File: config.mk
export PLATFORM = sky130hd
export DESIGN_NAME = imem_refill_ctrl
export DESIGN_NICKNAME = d
export VERILOG_FILES = /design/src/rtl/imem_refill_ctrl.sv
export SDC_FILE = /design/constraint.sdc
export NUM_CORES = 1
export LEC_CHECK = 0
export CAP_MARGIN = 0
export CORE_ASPECT_RATIO = 1.4
export CORE_UTILIZATION = 47
export CTS_CLUSTER_SIZE = 14
export DETAILED_ROUTE_END_ITERATION = 12
export GPL_TIMING_DRIVEN = 1
export PLACE_DENSITY_LB_ADDON = 0.15
export SYNTH_ARGS = -nofsm -noshare
export SYNTH_HDL_FRONTEND = slang
export SYNTH_SLANG_ARGS = --single-unit
export TNS_END_PERCENT = 30
File: constraint.sdc
create_clock -name clk -period 2.5 [get_ports clk]
set_clock_uncertainty 0.05 [all_clocks]
set_input_delay 0.375 -clock clk [delete_from_list [all_inputs] [get_ports clk]]
set_output_delay 0.375 -clock clk [all_outputs]
set_load 0.005 [all_outputs]
File: src/rtl/imem_refill_ctrl.sv
// imem_refill_ctrl: I-cache refill controller, four word-serial read beats per 128-bit line.
// Optional macro IMEM_CRITICAL_WORD_FIRST_EN: fetch the missed word first and wrap around the line.
module imem_refill_ctrl #(
    parameter int unsigned ADDR_W = 32,
    parameter int unsigned DATA_W = 32
) (
    input  logic                clk,
    input  logic                rst,
    input  logic                miss_req,
    input  logic [ADDR_W-1:0]   miss_addr,
    input  logic                flush,
    output logic                mem_req,
    output logic [ADDR_W-1:0]   mem_addr,
    input  logic                mem_ready,
    input  logic [DATA_W-1:0]   mem_rdata,
    output logic [4*DATA_W-1:0] line_out,
    output logic [ADDR_W-1:0]   fill_addr,
    output logic                fill_valid,
    output logic                stall
);
    localparam int unsigned LINE_W = ADDR_W - 4;

    localparam logic [1:0] IDLE = 2'd0;
    localparam logic [1:0] REQ  = 2'd1;
    localparam logic [1:0] FILL = 2'd2;

    logic [1:0]        state;
    logic [1:0]        state_nxt;
    logic [1:0]        cnt;
    logic [1:0]        word;
    logic [LINE_W-1:0] line_idx;
    logic              load;
    logic              beat;

    // State register
    always_ff @(posedge clk or negedge rst) begin
        if (!rst) begin
            state <= IDLE;
        end else begin
            state <= state_nxt;
        end
    end

    // Next-state and beat/load control; flush always wins
    always_comb begin
        state_nxt = state;
        load      = 1'b0;
        beat      = 1'b0;
        case (state)
            IDLE: begin
                if (miss_req && !flush) begin
                    state_nxt = REQ;
                    load      = 1'b1;
                end
            end
            REQ: begin
                if (flush) begin
                    state_nxt = IDLE;
                end else if (mem_ready) begin
                    beat = 1'b1;
                    if (cnt == 2'd3) begin
                        state_nxt = FILL;
                    end
                end
            end
            FILL: begin
                state_nxt = IDLE;
            end
            default: begin
                state_nxt = IDLE;
            end
        endcase
    end

    // Line index latch, beat counter and line assembly
    always_ff @(posedge clk or negedge rst) begin
        if (!rst) begin
            line_idx <= '0;
            cnt      <= 2'd0;
            line_out <= '0;
        end else begin
            if (load) begin
                line_idx <= miss_addr[ADDR_W-1:4];
                cnt      <= 2'd0;
            end else if (beat) begin
                cnt <= cnt + 2'd1;
                for (int k = 0; k < 4; k++) begin
                    if (word == 2'(k)) begin
                        line_out[k*DATA_W +: DATA_W] <= mem_rdata;
                    end
                end
            end
        end
    end

`ifdef IMEM_CRITICAL_WORD_FIRST_EN
    logic [1:0] start_off;
    logic       unused_bits;

    always_ff @(posedge clk or negedge rst) begin
        if (!rst) begin
            start_off <= 2'd0;
        end else if (load) begin
            start_off <= miss_addr[3:2];
        end
    end

    // Modulo-4 wrap starting at the missed word
    assign word        = start_off + cnt;
    assign unused_bits = ^miss_addr[1:0];
`else
    logic unused_bits;

    assign word        = cnt;
    assign unused_bits = ^miss_addr[3:0];
`endif

    assign mem_req    = (state == REQ);
    assign mem_addr   = {line_idx, word, 2'b00};
    assign fill_addr  = {line_idx, 4'b0000};
    assign fill_valid = (state == FILL) && !flush;
    assign stall      = (state != IDLE) || (miss_req && !flush);

endmodule

# After elaboration in Yosys (flattened, before gate mapping)
# Index checks and enable logic that the tools add are counted.
# totals
regBits,160
word_cells,42
# op_classes
n_eq_ne,8
reduce_logical,13
n_bitwise,1
mux,12
n_addsub,1
# ops
op,count
AND reduction 3 bit,5
2-to-1 mux 2 bit,6
"== test 2 bit, second input constant",3
"inequality test 3 x 2 -> 1 bit, second input constant",2
2-to-1 mux 1 bit,5
"== test 2 x 1 -> 1 bit, second input constant",2
zero test 2 bit,2
case mux 2 bit (2 select lines),1
nonzero test 2 bit,2
"adder 2 x 1 -> 2 bit, second input constant",1
logical AND 1 bit,2
"inequality test 2 bit, second input constant",1
zero test 1 bit,1
logical OR 1 bit,1
NOT 1 bit,1

# Depth between registers and ports, before layout
# Gate-level depths: netlist (run 1).
# logic_depth
depth_word,6
ltp_mapped,5

# Worst setup path before layout (run 1)
# Ideal clock, no wire load.
# synth_timing
kind,reg-to-reg
from,register state[1]
to,register line_out[100]
path_stages_with_launch,6
period_less_slack_ns,1.541
slack_ns,0.959
arrival_time_ns,1.366
path_cell_list,dfrtp_1 and4bb_1 buf_4 nand2_4 buf_6 mux2_4
# synth_via
elab_chain_cells,4
# synth_lines
item,line_no,source
start: declaration,27,logic [1:0] state;
start signal: assignment,40,state <= state_nxt;
zero test 2 bit,49,case (state)
2-to-1 mux 1 bit,49,
NOT 1 bit (no line),--,
AND reduction 3 bit (no line) *,--,
end signal: indexed assignment,89,line_out[k*DATA_W +: DATA_W] <= mem_rdata;
end: declaration,16,"output logic [4*DATA_W-1:0] line_out,"
# Mark *: on every way between the ends. The rest lies on a longest branch, timed or not.
# A chain may end at the register's enable or synchronous reset.

# Final worst setup path (run 1)
# layout_timing
from,input port flush
to,output port fill_valid
# layout_via
elab_chain_cells,2
# layout_lines
item,line_no,source
start: declaration,11,"input logic flush,"
zero test 1 bit,121,assign fill_valid = (state == FILL) && !flush;
logical AND 1 bit,121,
end: declaration,18,"output logic fill_valid,"
# No other way between the ends.

==> impl_metrics.ini, run 1 <==
[global_route]
grt_pass1_wl_mm = 23.4
grtUsageTotal_pct = 22.0
gr-total-overflow = 0
antenna_found_initial = 0
grt_pass1_vias = 4376
grt_start_max_net_pins = 77

[place]
hpwl_mm = 10.9
numPlacedInstances = 794
pre_cts_ws_ps = 21.3
globalplace.congestion = 0.773
numPortBuffers = 253

[clock_network]
cts_buffers = 17
cts_sinks = 160
clock_latency_ps = 410
clock-root-buffer = clkbuf_16
cts.htree.levels = 4
clock_path_buffers = 2
cts.clk_slew.worst_paths_ps = 60
cts_tree = built
post_cts_buffers = 0

[synthesis]
syn_area_per_cell_um2 = 16.6
synth.largest_area_cell = dfrtp_1
syn_area_um2 = 6480
synth_common_cells = dfrtp_1 (160), mux2_2 (121), buf_4 (35)
synth_seq_cells = 160
yosysWarningCount = 0
ys.flop_type = dfrtp_1
ys_types = 20
synth_most_common_cell = dfrtp_1
ys_seq_area_share_pct = 61.7
synth-edff-count = 0
async_flop_share_pct = 100
ys_top_cells_by_area = dfrtp_1 (62%), mux2_2 (21%), mux2_4 (6.7%)
synthCells = 391
synth_top_area_share_pct = 61.7

[power]
power_switching_mw = 2.34
p_leak_nw = 4.45
p_seq_share_pct = 40.7
pwr-share-comb_pct = 31.7
power.density_nw_per_um2 = 961
clockPowerShare_pct = 27.6
switching_share_pct = 25.2
ir_drop_mv = 0.578
intPower_mw = 6.92
power_mw = 9.26

[run]
drv_cap = 0

[finish]
fin_nets = 705
antenna_cells = 0
layout-drive-gt1-share_pct = 31.0
syn_to_final_growth_pct = 48.7
finalNonFillerCells = 827
nFillCells = 931

[setup_path]
crit_fanout = 5
criticalPathCategory = input pin to primary output
critPathRequiredTime_ps = 2080
worstSetupEndpointType = primary output
regToRegSetupSlack_ps = 500
worstPathArrival_ps = 1680
start_kind = input pin

[detailed_routing]
wl_per_cell_um = 18.2
firstDrtPassIters = 4
drc = 0
via_count = 4030
via_per_inst = 4.87
drt_iter0_markers = 65
ant_nets = 0
wirelength_mm = 15.0

[min_path]
hold_class = input pin to async pin

[timing]
period_share_pct = 84.2
min_period_ps = 2100
final_max_slew_viol_count = 0
grt_setup_unrepaired = no
fin_ws_ps = 395
setup_viol = 0
fmax_ghz = 0.475
holdWs_ps = 400
finalHoldViolations = 0
finalSetupTns_ps = 0

[floorplan]
row_count = 50
die_x_um = 101
ioPinCount = 264
start_util_pct = 48.4
coreArea_um2 = 13400
dieHeight_um = 141
dieArea_um2 = 14300

[outcome]
status = finished clean
-- placed cells by master (no fill, tap or decap), types with 4 or more instances in the layout --
master	instances
buf_12	7
buf_4	6
clkbuf_16	17
clkdlybuf4s50_1	252
conb_1	6
dfrtp_1	160
ha_1	4
inv_1	4
mux2_1	7
mux2_2	121
mux2_4	29
nand2_4	4
-- routing by layer --
| layer | vias up | global-route usage (%) | wire length (um) |
|---|---|---|---|
| met5 | - | 0 | 0 |
| met4 | 0 | 9.08 | 383 |
| met3 | 25 | 6.69 | 916 |
| met2 | 145 | 38.0 | 7970 |
| met1 | 2064 | 25.1 | 5780 |
| li1 | 1796 | - | - |
-- sequential cells by signal (all words and copies together) (netlist names) --
register / count
state: 2
line_idx: 28
line_out: 128
cnt: 2
-- worst paths after layout --
path	from	end	cells past startpoint
worst max-delay path	flush	fill_valid	3
worst min-delay path	rst	line_idx[12]	2
worst max register to register	state[1]	line_out[32]	4
worst min register to register	line_out[5]	line_out[5]	1
max in group asynchronous	rst	line_out[35]	3
min in group clk	line_out[5]	line_out[5]	1
-- cell families after synthesis --
logic type | share of synthesized area (%)
adder cells (fa/ha/maj) | 0.772
multiplexers | 28.9
AND/OR/NAND/NOR | 1.56
flip-flops | 61.7
other | 0.0578
AO/OA/AOI/OAI | 0.328
buffers and inverters | 6.60
-- power by group through the flow --
stage                     sequential (mW)  combinational [mW]  clock (mW)
after floorplan                      3.83               0.916           0
after global placement               3.77                2.89           0
after detailed placement             3.82                2.96           0
after CTS                            3.78                2.98        2.62
after global routing                 3.87                3.12        2.73
final                                3.77                2.94        2.56
-- cell type report --
type / instances / area (um2) / share of cell area (%)
clock buffer: 18 / 429 / 4.45
clock inverter: 14 / 156 / 1.62
inverter: 4 / 15.0 / 0.156
multi-input combinational: 182 / 2080 / 21.6
sequential: 160 / 4000 / 41.5
tap: 182 / 228 / 2.36
timing repair buffer: 267 / 2730 / 28.3
-- repair_timing --
| item | 4_1_cts | 5_1_grt |
|---|---|---|
| hold endpoints to repair | 40 | 0 |
| hold buffers | 1 | 0 |
| gates resized for setup | 0 | 0 |
-- per-stage QoR --
step / instance area, um2 / utilization, %
6_report: 9640 / 72.0
5_1_grt: 9640 / 72.0
4_1_cts: 9640 / 72.0
3_5_place_dp: 9050 / 67.6
3_3_place_gp: 9050 / 67.6
2_1_floorplan: 6500 / -
-- critical path, stage by stage --
cell	delay [ps]
clkdlybuf4s50_1	510
nor3b_1	240
clkdlybuf4s50_1	550
(Power assumes the default switching activity.)
==> run 2: changes to the inputs <==
CORE_UTILIZATION = 43   (was 47)
clock period = 2.15 ns   (was 2.5 ns; I/O delays follow)
==> impl_metrics.ini, run 2 (same netlist as run 1, synthesis figures left out) <==
[detailed_routing]
ant_nets = 0
via_count = 4044
wl_per_cell_um = 18.0
drt_iter0_markers = 74
drc = 0
firstDrtPassIters = 4
via_per_inst = 4.83
wirelength_mm = 15.1

[clock_network]
clock-root-buffer = clkbuf_16
post_cts_buffers = 0
cts_sinks = 160
cts.htree.levels = 4
cts_buffers = 17
cts.clk_slew.worst_paths_ps = 70
cts_tree = built
clock_path_buffers = 2
clock_latency_ps = 420

[finish]
final_common_cell = clkdlybuf4s50_1
nFillCells = 1070
regMostFlops = line_out
layout-drive-gt1-share_pct = 31.6
finalInstanceArea_um2 = 9740
largest_register_ff_count = 128
top_regs = line_out (128), line_idx (28)
antenna_cells = 0
mostFrequentLayoutCells = clkdlybuf4s50_1 (252), dfrtp_1 (160), mux2_2 (121), mux2_4 (29), clkbuf_16 (17)
fin_nets = 708
syn_to_final_growth_pct = 50.1

[power]
p_leak_nw = 4.49
power.density_nw_per_um2 = 1100
ir_drop_mv = 0.625
switching_share_pct = 25.6
p_seq_share_pct = 40.8
power_switching_mw = 2.74
pwr-share-comb_pct = 31.7
intPower_mw = 7.99
power_mw = 10.7
clockPowerShare_pct = 27.5

[timing]
fmax_ghz = 0.490
fin_ws_ps = 108
min_period_ps = 2040
grt_setup_unrepaired = no
setup_viol = 0
holdWs_ps = 367
finalHoldViolations = 0
period_share_pct = 95.0
finalSetupTns_ps = 0
final_max_slew_viol_count = 0

[min_path]
hold_class = input pin to async pin

[setup_path]
criticalPathCategory = flop to primary output
start_kind = flop
crit_chain = nor2b_1 -> clkdlybuf4s50_1
cp.buffers_inverters = 1
worstPathArrival_ps = 1670
crit_fanout = 5
critPathRequiredTime_ps = 1780
crit_family = buffers and inverters
slowest_delay_ps = 580
cp_slowest_cell = clkdlybuf4s50_1
worstSetupEndpointType = primary output

[global_route]
grtUsageTotal_pct = 20.3
antenna_found_initial = 0
grt_pass1_vias = 4438
gr-total-overflow = 0
grt_pass1_wl_mm = 24.0
grt_start_max_net_pins = 52

[floorplan]
ioPinCount = 264
coreArea_um2 = 14600
dieArea_um2 = 15600
row_count = 52
start_util_pct = 44.5
dieHeight_um = 147
die_x_um = 106

[place]
pre_cts_ws_ps = 127
numPortBuffers = 253
globalplace.congestion = 0.761
hpwl_mm = 11.0
placed_area_um2 = 9140

[outcome]
status = finished clean

[run]
drv_cap = 0
==> run 2: power by group through the flow <==
stage          combinational, mW  clock, mW  sequential (mW)
6_report                    3.40       2.95             4.38
5_1_grt                     3.61       3.14             4.51
4_1_cts                     3.45       3.02             4.39
3_5_place_dp                3.44          0             4.44
3_3_place_gp                3.37          0             4.38
2_1_floorplan               1.06          0             4.45
==> run 2: layer usage <==
layer	global-route usage [%]	part of all wire (%)
met2	36.5	55
met1	22.3	37
met4	10.3	3.3
met5	0	0
met3	4.61	4.6
==> run 2: area by class of cell <==
class,count,area [um2],share of cell area (%)
well taps,189,236,2.43
inverters,4,15.0,0.154
repair buffers,270,2810,28.9
clock inverters,14,143,1.46
multi-input cells,182,2090,21.4
clock buffers,18,439,4.51
flip-flops and latches,160,4000,41.1
==> run 2: metrics by stage <==
step | instances | util [%]
after CTS | 837 | 66.8
after global placement | 804 | 62.7
final | 837 | 66.8
after floorplan | 396 | -
after global routing | 837 | 66.8
after detailed placement | 804 | 62.7
==> run 2: worst paths after layout <==
check	startpoint	to	slack (ps)	cells after the start
worst max-delay path	state[0]	mem_req	110	2
worst min-delay path	rst	line_idx[16]	370	2
worst max register to register	state[0]	line_out[127]	440	5
worst min register to register	line_out[1]	line_out[1]	440	1
max in group asynchronous	rst	line_idx[10]	980	3
min in group clk	line_out[1]	line_out[1]	440	1
==> run 2: timing repair <==
action                                  in CTS  in global routing
endpoints found under the setup margin       0                  1
hold endpoints to repair                    48                  0
hold buffers                                 1                  0
resized for setup                            0                  1
